<file path="src/rtl/hazard_ctrl_unit.sv">
// hazard_ctrl_unit
// Pipeline hazard controller for the IF/ID and ID/EXE registers and the PC.
// It detects three hazards and inserts the bubbles and flushes they need:
//   - load-use: the instruction in ID reads the register that a load in EXE writes,
//   - a taken branch or jump resolved in EXE,
//   - a multi-cycle EXE operation (mul/div).
// It also keeps saturating counters of stall and flush activity.
//
// Ports:
//   clk, reset_n                   clock; asynchronous active-low reset
//   id_rs1/id_rs2, id_uses_rs1/2   source registers of the ID instruction, and whether it reads them
//   ex_valid, ex_rd, ex_mem_read   EXE instruction: real (not a bubble), destination register, is a load
//   ex_branch_taken                EXE resolved a taken branch this cycle
//   ex_mc_start, ex_mc_done        first EXE cycle of a multi-cycle op / its result is valid
//   clear_counters                 synchronous clear of the statistics counters
//   stall_pc, stall_if_id, stall_id_exe, flush_if_id, flush_id_exe
//                                  Mealy control outputs, forced to 0 while in reset
//   hz_state                       RUN=0, LOAD_BUBBLE=1, MC_WAIT=2
//   mc_timeout                     sticky; set when a multi-cycle op never signals done
//   stall_cycles, flush_events     saturating statistics counters
//
// state       | meaning
// RUN         | normal flow; hazards are detected here
// LOAD_BUBBLE | the one bubble of a load-use is in EXE; no action this cycle
// MC_WAIT     | a multi-cycle op is in EXE; hold the front end until done or timeout
module hazard_ctrl_unit #(
  parameter int CNT_W      = 16,
  parameter int MC_TIMEOUT = 64
) (
  input  logic             clk,
  input  logic             reset_n,
  input  logic [4:0]       id_rs1,
  input  logic [4:0]       id_rs2,
  input  logic             id_uses_rs1,
  input  logic             id_uses_rs2,
  input  logic             ex_valid,
  input  logic [4:0]       ex_rd,
  input  logic             ex_mem_read,
  input  logic             ex_branch_taken,
  input  logic             ex_mc_start,
  input  logic             ex_mc_done,
  input  logic             clear_counters,
  output logic             stall_pc,
  output logic             stall_if_id,
  output logic             stall_id_exe,
  output logic             flush_if_id,
  output logic             flush_id_exe,
  output logic [1:0]       hz_state,
  output logic             mc_timeout,
  output logic [CNT_W-1:0] stall_cycles,
  output logic [CNT_W-1:0] flush_events
);

  // The timer counts down from MC_TIMEOUT-1, so that value must fit in TMR_W bits.
  localparam int               TMR_W    = (MC_TIMEOUT > 2) ? $clog2(MC_TIMEOUT) : 1;
  localparam logic [TMR_W-1:0] TMR_LOAD = TMR_W'(MC_TIMEOUT - 1);
  localparam logic [CNT_W-1:0] CNT_MAX  = '1;

  typedef enum logic [1:0] {
    RUN         = 2'd0,
    LOAD_BUBBLE = 2'd1,
    MC_WAIT     = 2'd2
  } state_t;

  state_t           state, state_nxt;
  logic [TMR_W-1:0] tmr, tmr_nxt;
  logic             timeout_set;
  logic             load_use;
  logic             spc, sif, sie, fif, fie;
  logic             stall_any;

  always_comb begin
    load_use = ex_valid && ex_mem_read && (ex_rd != 5'd0) &&
               ((id_uses_rs1 && (id_rs1 == ex_rd)) || (id_uses_rs2 && (id_rs2 == ex_rd)));
  end

  always_comb begin
    state_nxt   = state;
    tmr_nxt     = tmr;
    timeout_set = 1'b0;
    spc         = 1'b0;
    sif         = 1'b0;
    sie         = 1'b0;
    fif         = 1'b0;
    fie         = 1'b0;
    case (state)
      RUN: begin
        if (ex_branch_taken) begin
          fif = 1'b1;
          fie = 1'b1;
        end else if (ex_mc_start) begin
          // A single-cycle completion (done together with start) needs no hold.
          if (!ex_mc_done) begin
            spc       = 1'b1;
            sif       = 1'b1;
            sie       = 1'b1;
            state_nxt = MC_WAIT;
            tmr_nxt   = TMR_LOAD;
          end
        end else if (load_use) begin
          // Hold PC and IF/ID and flush ID/EXE, which puts one bubble into EXE.
          spc       = 1'b1;
          sif       = 1'b1;
          fie       = 1'b1;
          state_nxt = LOAD_BUBBLE;
        end
      end
      LOAD_BUBBLE: begin
        state_nxt = RUN;
      end
      MC_WAIT: begin
        if (ex_mc_done) begin
          state_nxt = RUN;
        end else if (tmr == '0) begin
          timeout_set = 1'b1;
          state_nxt   = RUN;
        end else begin
          spc     = 1'b1;
          sif     = 1'b1;
          sie     = 1'b1;
          tmr_nxt = tmr - 1'b1;
        end
      end
      default: begin
        state_nxt = RUN;
      end
    endcase
  end

  // The state is already RUN during reset, but RUN reacts to inputs, so gate the outputs as well.
  assign stall_pc     = spc & reset_n;
  assign stall_if_id  = sif & reset_n;
  assign stall_id_exe = sie & reset_n;
  assign flush_if_id  = fif & reset_n;
  assign flush_id_exe = fie & reset_n;
  assign hz_state     = state;
  assign stall_any    = stall_pc | stall_if_id | stall_id_exe;

  always_ff @(posedge clk or negedge reset_n) begin
    if (!reset_n) begin
      state      <= RUN;
      tmr        <= '0;
      mc_timeout <= 1'b0;
    end else begin
      state <= state_nxt;
      tmr   <= tmr_nxt;
      if (timeout_set) begin
        mc_timeout <= 1'b1;
      end
    end
  end

  always_ff @(posedge clk or negedge reset_n) begin
    if (!reset_n) begin
      stall_cycles <= '0;
      flush_events <= '0;
    end else if (clear_counters) begin
      stall_cycles <= '0;
      flush_events <= '0;
    end else begin
      if (stall_any && (stall_cycles != CNT_MAX)) begin
        stall_cycles <= stall_cycles + 1'b1;
      end
      if (flush_if_id && (flush_events != CNT_MAX)) begin
        flush_events <= flush_events + 1'b1;
      end
    end
  end

endmodule
</file>
<file path="config.mk">
export PLATFORM = sky130hd
export DESIGN_NAME = hazard_ctrl_unit
export DESIGN_NICKNAME = d
export VERILOG_FILES = /design/src/rtl/hazard_ctrl_unit.sv
export SDC_FILE = /design/constraint.sdc
export NUM_CORES = 1
export LEC_CHECK = 0
export CAP_MARGIN = 15
export CORE_MARGIN = 2
export CORE_UTILIZATION = 52
export CTS_CLUSTER_SIZE = 20
export DETAILED_ROUTE_END_ITERATION = 10
export PLACE_DENSITY = 0.87
export SLEW_MARGIN = 20
export SYNTH_ARGS = -nofsm -noshare
export SYNTH_HDL_FRONTEND = slang
export SYNTH_SLANG_ARGS = --single-unit
</file>
<file path="constraint.sdc">
create_clock -name clk -period 4.15 [get_ports clk]
set_clock_uncertainty 0.15 [all_clocks]
set_input_delay 1.245 -clock clk [delete_from_list [all_inputs] [get_ports clk]]
set_output_delay 1.245 -clock clk [all_outputs]
set_load 0.05 [all_outputs]
</file>
==> qor.yml, run 1 <==
syn-cell-area_um2: 2320
final.min_clock_period_ps: 4090
synth_area_leaders: "sky130_fd_sc_hd__dfrtp_1 (44%), sky130_fd_sc_hd__xor2_1 (6.4%), sky130_fd_sc_hd__xnor2_1 (4.9%)"
synth_top_cells_by_count: "sky130_fd_sc_hd__dfrtp_1 (41), sky130_fd_sc_hd__nor2_1 (25), sky130_fd_sc_hd__nand2_1 (23), sky130_fd_sc_hd__a21oi_1 (18), sky130_fd_sc_hd__xor2_1 (17)"
grt_remaining_overflow: 0
max-clock-path-buffers: 2
fin_nets: 345
core_area_um2: 4320
synth_enable_flop_cells: 0
place.port_buffers: 64
global_route_wire_length_before_repair_mm: 9.42
detailedRoute.firstPassIterationCount: 4
seq_area_frac_synth: 0.441
final_cycle_share: 0.985
die-area_um2: 5020
detail-route-antenna-nets: 0
crit_required_ps: 2750
yosys.area.top_type: "sky130_fd_sc_hd__dfrtp_1"
postSynthRegisterBits: 41
synth_cells: 241
synth_most_common_cell: "sky130_fd_sc_hd__dfrtp_1"
yosysUniqueCellTypes: 44
grt_antenna_before_repair: 0
place.detailed.hpwl_mm: 3.95
vias_per_cell: 5.66
grt_util_all_layers: 0.233
synthesized_area_per_cell_um2: 9.65
worstSetupPathType: "input port to output pin"
flow.area_growth_from_synthesis_pct: 37.9
syn_nets: 270
post_route_cell_area_um2: 3210
number_of_failing_hold_endpoints_at_the_final_stage: 0
total_cell_area_at_the_placement_stage_um2: 3070
antenna-diode-count: 0
std_cell_rows: 24
wl_per_cell_um: 15.2
outcome: "finished clean"
via_count_of_the_first_global_routing_pass: 2048
vdd_drop_max_mv: 0.141
cp-start-kind: "input port"
worstHoldPathCells: 1
ioPinCount: 65
numClockSinks: 41
die_height_um: 70.9
final_core_utilization: 0.741
drc: 0
r2r_cells: 10
timing.final.setup_violations: 0
crit_fanout: 2
worst_max_slew_margin_expressed_relative_to_the_limit: 0.647
drt-total-wl_mm: 5.59
drt-initial-drc-count: 113
root_buffer: "sky130_fd_sc_hd__clkbuf_8"
hp-class: "register to register"
number_of_max_capacitance_violations_reported: 0
endpoint_kind: "output pin"
filler_cell_count: 330
initial_core_util: 0.538
p_per_area_nw_per_um2: 275
synth_top_area_share: 0.441
cts_tree: "yes"
htreeDepth: 2
clk_transition_reported_paths_ps: 80
cts_buffers: 5
critPathArrivalTime_ps: 2690
worstSkewPairLatency_ps: 290
yosys_warnings: 0
asyncSetResetFlopFracSynth: 1.00
worst_pin_slew_ps: 525
place.gp.congestion: 0.788
fmax_mhz: 245
horiz_die_dim_um: 70.9
drive_gt1_frac: 0.177
grt_max_degree: 33
power.leakage_nw: 1.34
timing.final.max_slew_violations: 0
post-cts-setup-buffer-count: 0
num_vias: 2082
synthFlopType: "sky130_fd_sc_hd__dfrtp_1"
==> critical path: stages <==
cell                              delay [ps]
sky130_fd_sc_hd__clkdlybuf4s50_1         470
sky130_fd_sc_hd__xnor2_1                 130
sky130_fd_sc_hd__nand4_1                 140
sky130_fd_sc_hd__o22ai_2                 220
sky130_fd_sc_hd__nand2b_4                 90
sky130_fd_sc_hd__nor2_4                  110
sky130_fd_sc_hd__o21a_1                  130
sky130_fd_sc_hd__buf_6                   160
==> cells by family after synthesis <==
family          count (synthesis)  synth area share
xor+xnor                       30             0.113
fa+ha+maj                       4            0.0215
buf+inv                        14            0.0420
compound gates                 45             0.124
mux                             2           0.00861
flops                          41             0.441
simple gates                  105             0.250
==> metal layers <==
layer	global-route usage	vias up	wire, um
met1	0.310	981	2380
li1	-	1004	-
met2	0.386	89	2710
met5	0	-	0
met3	0.0499	8	412
met4	0.0650	0	78
==> registers in the layout (all words and copies together), names as in the netlist <==
| signal | flops |
|---|---|
| hz_state | 2 |
| tmr | 6 |
| mc_timeout | 1 |
| stall_cycles | 16 |
| flush_events | 16 |
==> metrics by stage <==
step	total power, mW	setup WS (ps)	hold WS, ps	setup TNS (ps)	instances
2_1_floorplan	0.512	104	313	0	241
3_3_place_gp	0.573	-209	331	-355	361
4_1_cts	0.886	3.72	342	0	368
3_5_place_dp	0.577	-230	332	-433	361
6_report	0.882	63.4	342	0	368
5_1_grt	0.921	-8.82	389	-8.82	368
==> worst paths after layout <==
path / slack (ps) / from / to
setup / recovery: 60 / id_rs1[3] / flush_id_exe
hold / removal: 340 / tmr[0]$_DFFE_PN0P_ / tmr[0]$_DFFE_PN0P_
setup reg to reg: 1630 / tmr[0]$_DFFE_PN0P_ / stall_cycles[11]$_DFFE_PN0P_
hold reg to reg: 340 / tmr[0]$_DFFE_PN0P_ / tmr[0]$_DFFE_PN0P_
max in group asynchronous: 2690 / reset_n / stall_cycles[11]$_DFFE_PN0P_
min in group asynchronous: 620 / reset_n / mc_timeout$_DFFE_PN0P_
==> area by class of cell <==
class,instances,area [um2],share of cell area
multi-input combinational,186,1250,0.390
tap,52,65.1,0.0203
sequential,41,1030,0.320
inverter,5,18.8,0.00585
clock inverter,2,35.0,0.0109
clock buffer,5,68.8,0.0215
timing repair buffer,77,743,0.232
==> timing repair <==
item	in CTS	in global routing
pin swaps	4	11
gates resized for setup	11	15
hold buffers	0	0
setup endpoints to repair	3	3
==> cell usage in the layout, fill, tap and decap left out, types with 2 or more instances in the layout <==
master and n:
sky130_fd_sc_hd__nor4_1 2, sky130_fd_sc_hd__nor3b_2 2, sky130_fd_sc_hd__buf_4 15, sky130_fd_sc_hd__ha_1 4, sky130_fd_sc_hd__dfrtp_1 41, sky130_fd_sc_hd__o31ai_1 4
sky130_fd_sc_hd__clkbuf_8 5, sky130_fd_sc_hd__a21oi_1 17, sky130_fd_sc_hd__o21ai_0 11, sky130_fd_sc_hd__dlymetal6s2s_1 6, sky130_fd_sc_hd__or3_1 4, sky130_fd_sc_hd__or4_1 4
sky130_fd_sc_hd__or3_2 6, sky130_fd_sc_hd__nand2_1 23, sky130_fd_sc_hd__nand3_1 11, sky130_fd_sc_hd__mux2i_1 2, sky130_fd_sc_hd__buf_12 2, sky130_fd_sc_hd__nor2_1 24
sky130_fd_sc_hd__xnor2_1 12, sky130_fd_sc_hd__nand4_1 12, sky130_fd_sc_hd__xor2_1 17, sky130_fd_sc_hd__or2_2 3, sky130_fd_sc_hd__and4_1 4, sky130_fd_sc_hd__clkbuf_2 4
sky130_fd_sc_hd__inv_1 5, sky130_fd_sc_hd__clkdlybuf4s50_1 47, sky130_fd_sc_hd__o21a_1 2
==> report_power, final <==
group	total, mW	internal (mW)	switching (mW)
registers	0.426	0.412	0.0136
logic	0.144	0.0646	0.0789
clock network	0.313	0.175	0.138
No activity file was read; power rests on OpenSTA's default activity.
==> run 2, diff against run 1 <==
--- a/config.mk
+++ b/config.mk
@@ -5,12 +5,13 @@
 export SDC_FILE = /design/constraint.sdc
 export NUM_CORES = 1
 export LEC_CHECK = 0
-export CAP_MARGIN = 15
+export CAP_MARGIN = 25
 export CORE_MARGIN = 2
-export CORE_UTILIZATION = 52
+export CORE_UTILIZATION = 60
 export CTS_CLUSTER_SIZE = 20
 export DETAILED_ROUTE_END_ITERATION = 10
-export PLACE_DENSITY = 0.87
+export DONT_BUFFER_PORTS = 1
+export PLACE_DENSITY = 0.77
 export SLEW_MARGIN = 20
 export SYNTH_ARGS = -nofsm -noshare
 export SYNTH_HDL_FRONTEND = slang
==> run 2 against run 1 <==
Register-to-register slack worse by 160 ps; fmax is 2.2% higher; setup slack better by 89 ps.
==> qor.yml, run 2 (synthesis results as in run 1) <==
outcome: "finished clean"
worstSkewPairLatency_ps: 290
setup-tns-final_ps: 0
post_route_cell_area_um2: 2450
endpoint_kind: "output pin"
power.leakage_nw: 0.973
filler_cell_count: 304
via_count_of_the_first_global_routing_pass: 1799
fin_nets: 271
die-area_um2: 4390
drive_gt1_frac: 0.128
clk_transition_reported_paths_ps: 70
htreeDepth: 2
cts_buffers: 5
cp-start-kind: "input port"
core_area_um2: 3690
worst_max_slew_margin_expressed_relative_to_the_limit: 0.595
timing.final.setup_violations: 0
timing.final.max_slew_violations: 0
max-clock-path-buffers: 2
horiz_die_dim_um: 66.2
place.port_buffers: 0
wl_per_cell_um: 15.7
grt_util_all_layers: 0.224
total_cell_area_at_the_placement_stage_um2: 2340
post_cts_resized: 0
fmax_mhz: 250
critPathArrivalTime_ps: 2600
root_buffer: "sky130_fd_sc_hd__clkbuf_8"
rsz0062_at_grt: "no"
drt-total-wl_mm: 4.56
global_route_wire_length_before_repair_mm: 7.65
hold-worst-slack_ps: 351
number_of_max_capacitance_violations_reported: 0
final_cycle_share: 0.963
layout_commonest_cell: "sky130_fd_sc_hd__dfrtp_1"
hold_start: "tmr[0]$_DFFE_PN0P_"
reg2reg_setup_slack_ps: 1470
die_height_um: 66.2
initial_core_util: 0.630
cts.hold.buffers_added: 0
worstSetupPathType: "input port to output pin"
hp-class: "register to register"
antenna-diode-count: 0
worst_pin_slew_ps: 608
place.detailed.hpwl_mm: 3.17
drt-initial-drc-count: 122
p_per_area_nw_per_um2: 334
vias_per_cell: 6.14
area.sequential_um2: 1030
vdd_drop_max_mv: 0.199
numClockSinks: 41
most-common-layout-cells: "sky130_fd_sc_hd__dfrtp_1 (41), sky130_fd_sc_hd__nor2_1 (25), sky130_fd_sc_hd__nand2_1 (23), sky130_fd_sc_hd__a21oi_1 (17), sky130_fd_sc_hd__xor2_1 (17)"
place.gp.congestion: 0.777
crit_fanout: 3
area_of_the_multi_input_gates_um2: 1220
ioPinCount: 65
std_cell_rows: 22
final.min_clock_period_ps: 4000
r2r_end: "stall_cycles[12]$_DFFE_PN0P_"
drc: 0
grt_max_degree: 44
detailedRoute.firstPassIterationCount: 4
worstHoldPathCells: 1
grt_antenna_before_repair: 0
cts_tree: "yes"
rr_startpoint: "stall_cycles[0]$_DFFE_PN0P_"
detail-route-antenna-nets: 0
hold-path-endpoint: "tmr[0]$_DFFE_PN0P_"
number_of_failing_hold_endpoints_at_the_final_stage: 0
r2r_cells: 8
crit_required_ps: 2750
grt_remaining_overflow: 0
post-cts-setup-buffer-count: 0
layout_top_registers: "flush_events x16, stall_cycles x16, tmr x6"
num_vias: 1781
flow.area_growth_from_synthesis_pct: 5.27
==> run 2: cell types whose count changed in the layout (fill, tap and decap cells not counted), sizes merged <==
cell           before  now
buf                19    3
clkbuf              9    5
clkdlybuf4s50      47    0
dlygate4sd2         1    0
dlymetal6s2s        6    0
==> run 2: power by group <==
part / internal [mW] / total (mW) / switching, mW
Combinational: 0.0304 / 0.0712 / 0.0408
Sequential: 0.412 / 0.437 / 0.0255
Clock: 0.175 / 0.308 / 0.133
==> run 2: area by class of cell <==
class,instances,area share
multi-input cells,186,0.497
well taps,48,0.0245
flip-flops and latches,41,0.419
inverters,5,0.00767
repair buffers,3,0.00920
clock inverters,2,0.0143
clock buffers,5,0.0281
==> run 2: routing by layer <==
| layer | up-vias | GRT usage | part of all wire |
|---|---|---|---|
| met3 | 5 | 0.0528 | 0.059 |
| li1 | 862 | - | - |
| met1 | 862 | 0.279 | 0.43 |
| met4 | 0 | 0.0689 | 0.0094 |
| met2 | 52 | 0.384 | 0.50 |
| met5 | - | 0 | 0 |
==> run 2: stage by stage <==
| step | worst slack [ps] | instances | power, mW | util |
|---|---|---|---|---|
| global placement | 197 | 283 | 0.514 | 0.635 |
| global route | 71.0 | 290 | 0.852 | 0.664 |
| detailed placement | 144 | 283 | 0.515 | 0.635 |
| CTS | 145 | 290 | 0.824 | 0.664 |
| finish | 152 | 290 | 0.816 | 0.664 |
| floorplan | 104 | 241 | 0.512 | - |
==> run 2: worst max path at each step <==
stage	startpoint	to	cells past startpoint
detailed placement	ex_rd[1]	flush_id_exe	5
global placement	ex_rd[1]	flush_id_exe	5
CTS	ex_rd[1]	flush_id_exe	5
global route	ex_rd[1]	flush_id_exe	5
finish	ex_rd[1]	flush_id_exe	5
floorplan	ex_mc_done	stall_pc	5
==> run 2: critical path: stages <==
cell	delay, ps
sky130_fd_sc_hd__or4_1	520
sky130_fd_sc_hd__o211ai_1	210
sky130_fd_sc_hd__nand2b_1	200
sky130_fd_sc_hd__nor2_1	70
sky130_fd_sc_hd__o21a_1	350
==> run 3, diff against run 2 <==
--- a/config.mk
+++ b/config.mk
@@ -7,11 +7,11 @@
 export LEC_CHECK = 0
 export CAP_MARGIN = 25
 export CORE_MARGIN = 2
-export CORE_UTILIZATION = 60
+export CORE_UTILIZATION = 55
 export CTS_CLUSTER_SIZE = 20
 export DETAILED_ROUTE_END_ITERATION = 10
 export DONT_BUFFER_PORTS = 1
-export PLACE_DENSITY = 0.77
+export PLACE_DENSITY = 0.71
 export SLEW_MARGIN = 20
 export SYNTH_ARGS = -nofsm -noshare
 export SYNTH_HDL_FRONTEND = slang
==> run 3 against run 2 <==
Via count is 0.84% lower; global-route usage shrank 2.8 points; hold slack worse by 2.2 ps; setup slack improved by 7.1 ps; final area down 1.1%; largest power group unchanged; register-to-register slack is essentially flat; largest cell class unchanged; clock power decreased by 22%; critical path depth stayed put; sequential power is essentially flat; sequential cell count did not move; final cell count is 0.34% higher.
==> qor.yml, run 3 (synthesis results as in run 1) <==
outcome: "finished clean"
most-common-layout-cells: "sky130_fd_sc_hd__dfrtp_1 (41), sky130_fd_sc_hd__nor2_1 (25), sky130_fd_sc_hd__nand2_1 (23), sky130_fd_sc_hd__a21oi_1 (17), sky130_fd_sc_hd__xor2_1 (17)"
final.min_clock_period_ps: 3990
fin_nets: 271
worstSetupPathType: "input port to output pin"
detailedRoute.firstPassIterationCount: 5
cts.hold.buffers_added: 0
area_of_the_multi_input_gates_um2: 1220
setup-tns-final_ps: 0
vias_per_cell: 6.07
setup.worst_path.start: "ex_rd[1]"
number_of_max_capacitance_violations_reported: 0
grt_antenna_before_repair: 0
post-place-cells: 285
endpoint_kind: "output pin"
fmax_mhz: 251
p_per_area_nw_per_um2: 309
worstSkewPairLatency_ps: 280
drt-initial-drc-count: 96
crit_fanout: 3
timing.final.max_slew_violations: 0
root_buffer: "sky130_fd_sc_hd__clkbuf_8"
vdd_drop_max_mv: 0.152
max-clock-path-buffers: 2
rr_startpoint: "stall_cycles[0]$_DFFE_PN0P_"
num_vias: 1766
place.port_buffers: 0
cts_tree: "yes"
layout_commonest_cell: "sky130_fd_sc_hd__dfrtp_1"
detail-route-antenna-nets: 0
cts_buffers: 5
final_cycle_share: 0.962
critPathArrivalTime_ps: 2600
layout_top_registers: "flush_events x16, stall_cycles x16, tmr x6"
flow.area_growth_from_synthesis_pct: 4.09
drive_gt1_frac: 0.124
ioPinCount: 65
number_of_failing_hold_endpoints_at_the_final_stage: 0
crit_required_ps: 2750
area.sequential_um2: 1030
post-cts-setup-buffer-count: 0
post_cts_resized: 0
drc: 0
die_height_um: 69.0
power.leakage_nw: 0.959
worst_max_slew_margin_expressed_relative_to_the_limit: 0.585
clk_transition_reported_paths_ps: 70
horiz_die_dim_um: 69.0
hp-class: "register to register"
cp-start-kind: "input port"
hold_start: "tmr[0]$_DFFE_PN0P_"
global_route_wire_length_before_repair_mm: 7.79
wl_per_cell_um: 15.5
grt_remaining_overflow: 0
via_count_of_the_first_global_routing_pass: 1732
place.detailed.hpwl_mm: 3.25
layoutNonFillerInstCount: 291
rsz0062_at_grt: "no"
filler_cell_count: 350
grt_util_all_layers: 0.196
initial_core_util: 0.577
numClockSinks: 41
htreeDepth: 2
place.gp.congestion: 0.770
die-area_um2: 4760
core_area_um2: 4030
antenna-diode-count: 0
timing.final.setup_violations: 0
worst_pin_slew_ps: 622
grt_max_degree: 44
drt-total-wl_mm: 4.52
std_cell_rows: 23
==> run 3: cell count changes in the layout (fill, tap and decap cells not counted), sizes merged <==
cell / before / now
bufinv: 1 / 0
==> run 3: final cells by class <==
class                   count  area share
clock buffers               5      0.0284
repair buffers              3     0.00931
multi-input cells         186       0.503
flip-flops and latches     41       0.424
inverters                   5     0.00776
well taps                  50      0.0259
clock inverters             1     0.00207
==> run 3: per-layer routing <==
layer  track usage  vias to the layer above  wire length (um)
li1              -                      859                 -
met1         0.244                      845              1960
met2         0.340                       57              2280
met3        0.0395                        5               244
met4        0.0654                        0                46
met5             0                        -                 0
==> run 3: final timing paths <==
path	endpoint	slack, ps	depth (start not counted)
setup / recovery	flush_id_exe	160	5
max in group asynchronous	tmr[1]$_DFFE_PN0P_	3270	0
setup reg to reg	stall_cycles[1]$_DFFE_PN0P_	1460	8
min in group asynchronous	stall_cycles[8]$_DFFE_PN0P_	500	0
hold / removal	tmr[0]$_DFFE_PN0P_	350	1
hold reg to reg	tmr[0]$_DFFE_PN0P_	350	1
==> run 3: report_power, final <==
group / switching [mW] / internal (mW) / leakage (nW)
combinational: 0.0407 / 0.0305 / 0.374
clock: 0.128 / 0.111 / 0.0399
sequential: 0.0250 / 0.412 / 0.545
total: 0.194 / 0.553 / 0.959
==> run 3: per-stage QoR <==
step	worst slack [ps]	utilization	hold slack [ps]	cell area, um2	power, mW
5_1_grt	69.1	0.601	398	2420	0.782
6_report	159	0.601	348	2420	0.747
3_3_place_gp	182	0.582	340	2350	0.514
2_1_floorplan	104	-	313	2340	0.512
4_1_cts	146	0.601	350	2420	0.753
3_5_place_dp	147	0.582	341	2350	0.517
==> run 3: critical path, stage by stage <==
cell and delay (ps):
sky130_fd_sc_hd__or4_1 510, sky130_fd_sc_hd__o211ai_1 210, sky130_fd_sc_hd__nand2b_1 200, sky130_fd_sc_hd__nor2_1 70, sky130_fd_sc_hd__o21a_1 350
==> edit 1 (flow settings as in run 3) <==
Put one more register stage on the output `mc_timeout`. The value now appears one clock later. The other outputs are not delayed to match. Comments in the files are not updated.
--- a/src/rtl/hazard_ctrl_unit.sv
+++ b/src/rtl/hazard_ctrl_unit.sv
@@ -61,6 +61,8 @@
     LOAD_BUBBLE = 2'd1,
     MC_WAIT     = 2'd2
   } state_t;
+
+  logic mc_timeout_s0;
 
   state_t           state, state_nxt;
   logic [TMR_W-1:0] tmr, tmr_nxt;
@@ -140,12 +142,12 @@
     if (!reset_n) begin
       state      <= RUN;
       tmr        <= '0;
-      mc_timeout <= 1'b0;
+      mc_timeout_s0 <= 1'b0;
     end else begin
       state <= state_nxt;
       tmr   <= tmr_nxt;
       if (timeout_set) begin
-        mc_timeout <= 1'b1;
+        mc_timeout_s0 <= 1'b1;
       end
     end
   end
@@ -167,4 +169,8 @@
     end
   end
 
+  always_ff @(posedge clk) begin
+    mc_timeout <= mc_timeout_s0;
+  end
+
 endmodule
Function: no difference found for any inputs over 10 cycles, from zero or initial values and one cycle with reset_n low; that may be too few to reach the edited logic, so the function may still have changed.
==> edit 1 against run 3 <==
Sequential cell count increased by 1. Cell area is 2.3% higher. Power is 12% higher. Routed wire length increased by 2.5%. Via count grew 3.5%. Setup slack better by 0.050 ns. Register-to-register slack got worse by 0.05 ns. Synthesized area up 0.86%. Critical endpoint unchanged.
==> edit 1: results (changes against run 3) <==
The tools report the end of the worst register-to-register path as flush_events[6]$_DFFE_PN0P_ (was stall_cycles[1]$_DFFE_PN0P_). The number of distinct standard cells referenced by the synthesized netlist is 45 (was 44). The register-to-register path setup slack is 1.41 ns (was 1.46 ns). The tools report the static leakage as 0.979 nW (was 0.959 nW). The global-route wire length before repair came out at 8130 um (was 7790 um).

DRC violation total after the first TritonRoute iteration: 74 (was 96). The length of routed wiring on met1 came out at 2010 um (was 1960 um). The transition time of the tightest slew-check pin works out to 0.654 ns (was 0.622 ns).

Number of detailed-route iterations in the first pass: 4 (was 5). For the post-synth net total, the log shows 271 (was 270). The start of the worst register-to-register path was hz_state[1]$_DFFE_PN0P_ (was stall_cycles[0]$_DFFE_PN0P_).

The fraction of power consumed by the clock network was 38.4% (was 32.0%); the layout filler cell count was 341 (was 350). The detailed-routed wire length on met2 is 2190 um (was 2280 um). The average instance area after synthesis was 9.69 um^2 (was 9.65 um^2). The run gives 0.00237 mm^2 (was 0.00235 mm^2) as the cell area after placement.

The logs give 0.200 ns (was 0.147 ns) for the post-placement setup slack and 32.4% (was 34.0%) for the met2 demand-to-capacity share in global routing. The run gives 173 uV (was 152 uV) as the maximum ir drop on the vdd rail. The run finished with clean final reports.

The share of synthesized flip-flops with an asynchronous set or reset came out at 97.6% (was 100%). The routed wire length on met3 was 350 um (was 244 um). Detailed-route via count: 1828 (was 1766).

The post-route non-filler standard cell count was 294 (was 291). Largest cells by area after synthesis: dfrtp_1, xor2_1, xnor2_1, nor2_1, a21oi_1 (unchanged). The routed length per instance was 15.8 um (was 15.5 um). The half-perimeter wire length of the detailed placement result came out at 3240 um (was 3250 um). The weighted congestion reported at the end of routability-driven placement came out at 0.781 (was 0.770).
==> edit 1: changes by cell type after synthesis <==
| cell | before | now |
|---|---|---|
| dfxtp_1 | 0 | 1 |
==> edit 1: cell type report <==
type | count | area (um^2) | share of cell area, %
Clock inverter | 2 | 37.5 | 1.52
Timing Repair Buffer | 3 | 22.5 | 0.910
Sequential cell | 42 | 1050 | 42.2
Inverter | 5 | 18.8 | 0.758
Tap cell | 50 | 62.6 | 2.53
Multi-Input combinational cell | 186 | 1220 | 49.1
Clock buffer | 6 | 72.6 | 2.93
==> edit 1: kinds of logic (layout without fill, tap and decap cells) <==
family | Yosys count | in the layout | share of synthesized area [%]
DFF | 42 | 42 | 44.6
and+or+nand+nor | 105 | 105 | 24.8
xor gates and xnor gates | 30 | 30 | 11.2
muxes | 2 | 2 | 0.854
AOI/OAI and AO/OA | 45 | 45 | 12.3
buffers and inverters | 14 | 16 | 4.16
adders and majority gates | 4 | 4 | 2.13
==> edit 2 (settings of run 3) <==
Made on the original files. Set the parameter `CNT_W` to 32 (it was 16).
--- a/src/rtl/hazard_ctrl_unit.sv
+++ b/src/rtl/hazard_ctrl_unit.sv
@@ -24,7 +24,7 @@
 // LOAD_BUBBLE | the one bubble of a load-use is in EXE; no action this cycle
 // MC_WAIT     | a multi-cycle op is in EXE; hold the front end until done or timeout
 module hazard_ctrl_unit #(
-  parameter int CNT_W      = 16,
+  parameter int CNT_W      = 32,
   parameter int MC_TIMEOUT = 64
 ) (
   input  logic             clk,
Interface: changed (resized flush_events and stall_cycles); port bits go from 65 to 97. No check against the original RTL was run, so the function may have changed too.
==> edit 2 against run 3 <==
Synthesized cell count is 95% higher. Hold slack improved by 0.041 ns. Cell area rose by 88%. Sequential cell count is 32 higher. Via count is 100% higher. Synthesized area rose by 82%. Setup slack better by 0.0088 ns. Power up 90%. Cell count grew 95%. Routed wire length increased by 110%.
==> edit 2: results (changes against run 3) <==
Layout net count: 489 (was 271). The end of the worst register-to-register path is stall_cycles[7]$_DFFE_PN0P_ (was stall_cycles[1]$_DFFE_PN0P_). The routed length per instance was 17.1 um (was 15.5 um). The post-placement setup slack is 0.146 ns (was 0.147 ns). CTS H-tree depth: 3 (was 2).

The startpoint of the most critical hold path is tmr[0]$_DFFE_PN0P_ (unchanged). The run gives 498 (was 270) as the post-synth net total. Clock-pin slew was measured on the worst setup and hold paths at 0.08 ns.

The fraction of final layout cells with drive strength greater than 1 was 6.88% (was 12.4%); the global-route usage over all layers was 23.8% (was 19.6%). The routed via count divided by cell count is 6.29 (was 6.07). The number of cells upsized or downsized after cts is 0 (unchanged).

The start of the worst register-to-register path is stall_cycles[4]$_DFFE_PN0P_ (was stall_cycles[0]$_DFFE_PN0P_). The tools report the DRC violation total after the first TritonRoute iteration as 202 (was 96). For the maximum ir drop on the vdd rail, the log shows 172 uV (was 152 uV). The start point of the critical path is ex_rd[0] (was ex_rd[1]). The share of synthesized flip-flops with an asynchronous set or reset came out at 100% (unchanged). The tools report the capturing instance or port of the critical path as stall_pc (was flush_id_exe). Largest cells by area after synthesis: dfrtp_1, xnor2_1, nor2_1, nand4_1, or4_1 (was dfrtp_1, xor2_1, xnor2_1, nor2_1, a21oi_1). The source-to-sink clock delay at the later pin of the worst-skew pair was 0.34 ns (was 0.28 ns); the layout filler cell count was 630 (was 350). The largest fanout of any net on the critical path was 3 (unchanged). The static leakage was 1.75 nW (was 0.959 nW). The number of cell instances on the worst register-to-register path was 6 (was 8). Largest regs: flush_events x32, stall_cycles x32, tmr x6 (was flush_events x16, stall_cycles x16, tmr x6).

Commonest cells in the netlist: dfrtp_1, nor2_1, nand2_1 (unchanged). The sequential fraction of the synthesis area is 43.1% (was 44.1%), and the maximum number of pins on one net before global-route repair is 78 (was 44). The run gives 0.809 (was 0.770) as the weighted congestion reported at the end of routability-driven placement.

Global-route wire length before repair: 16500 um (was 7790 um). The final period demand of the worst path works out to 3.98 ns (was 3.99 ns). The half-perimeter wire length of the detailed placement result is 6550 um (was 3250 um), and the number of distinct standard cells referenced by the synthesized netlist is 41 (was 44).

Number of detailed-route iterations in the first pass: 4 (was 5). Transition time of the tightest slew-check pin: 0.855 ns (was 0.622 ns). The number of buffers added on ports came out at 0 (unchanged).

Register-to-register path setup slack: 0.96 ns (was 1.46 ns). The flow ran to the end, and the final reports show no timing, DRC or antenna violations. The total clock buffers created by CTS came out at 9 (was 5). The run gives 0 (unchanged) as the final setup violation count. The endpoint arrival time on the critical path came out at 2.59 ns (was 2.60 ns).

The number of global-route vias before repair was 3505 (was 1732).
edit 2: cell types whose count changed after synthesis, sizes merged, moves of 14 or more:
cell	before	now
nand3	11	26
nor2	25	53
dfrtp	41	73
o31ai	4	18
clkbuf	5	20
or4	5	20
nand4	12	28
nor3	2	22
edit 2: layout make-up:
cell class                 instances  area (um^2)  area share (%)
inverter                           7         30.0           0.659
tap                              102          128            2.80
clock inverter                     4         50.0            1.10
clock buffer                      12          165            3.63
sequential                        73         1830            40.1
timing repair buffer               7         65.1            1.43
multi-input combinational        362         2290            50.3
edit 2: where the power goes:
part / internal, W / leakage (nW) / total [W] / switching [W]
clock network: 0.000326 / 0.105 / 0.000593 / 0.000267
logic: 0.0000309 / 0.660 / 0.0000787 / 0.0000479
registers: 0.000722 / 0.990 / 0.000746 / 0.0000238
total: 0.00108 / 1.75 / 0.00142 / 0.000339
edit 2: logic make-up after synthesis:
group / share of synthesized area, %
simple gates: 31.8
buf+inv: 3.39
xor+xnor: 8.47
fa+ha+maj: 1.18
flops: 43.1
mux: 3.42
compound gates: 8.67
edit 2: routing by layer:
| layer | GRT usage (%) | vias up | part of all wire [%] |
|---|---|---|---|
| met4 | 10.3 | 0 | 1.8 |
| met3 | 6.41 | 16 | 6.3 |
| met2 | 39.3 | 104 | 49 |
| li1 | - | 1708 | - |
| met5 | 0 | - | 0 |
| met1 | 29.4 | 1739 | 43 |
edit 2: critical path, stage by stage:
cell and delay [ns]:
or3_1 0.36, o311a_1 0.36, a31oi_4 0.25, clkinvlp_4 0.13
buf_4 0.24
edit 2: per-stage QoR:
stage,hold slack (ns),instance area [um^2],instances,utilization [%]
floorplan,0.313,4280,469,-
global placement,0.341,4340,551,57.1
detailed placement,0.368,4340,551,57.1
CTS,0.379,4560,567,59.9
global route,0.416,4560,567,59.9
finish,0.389,4560,567,59.9
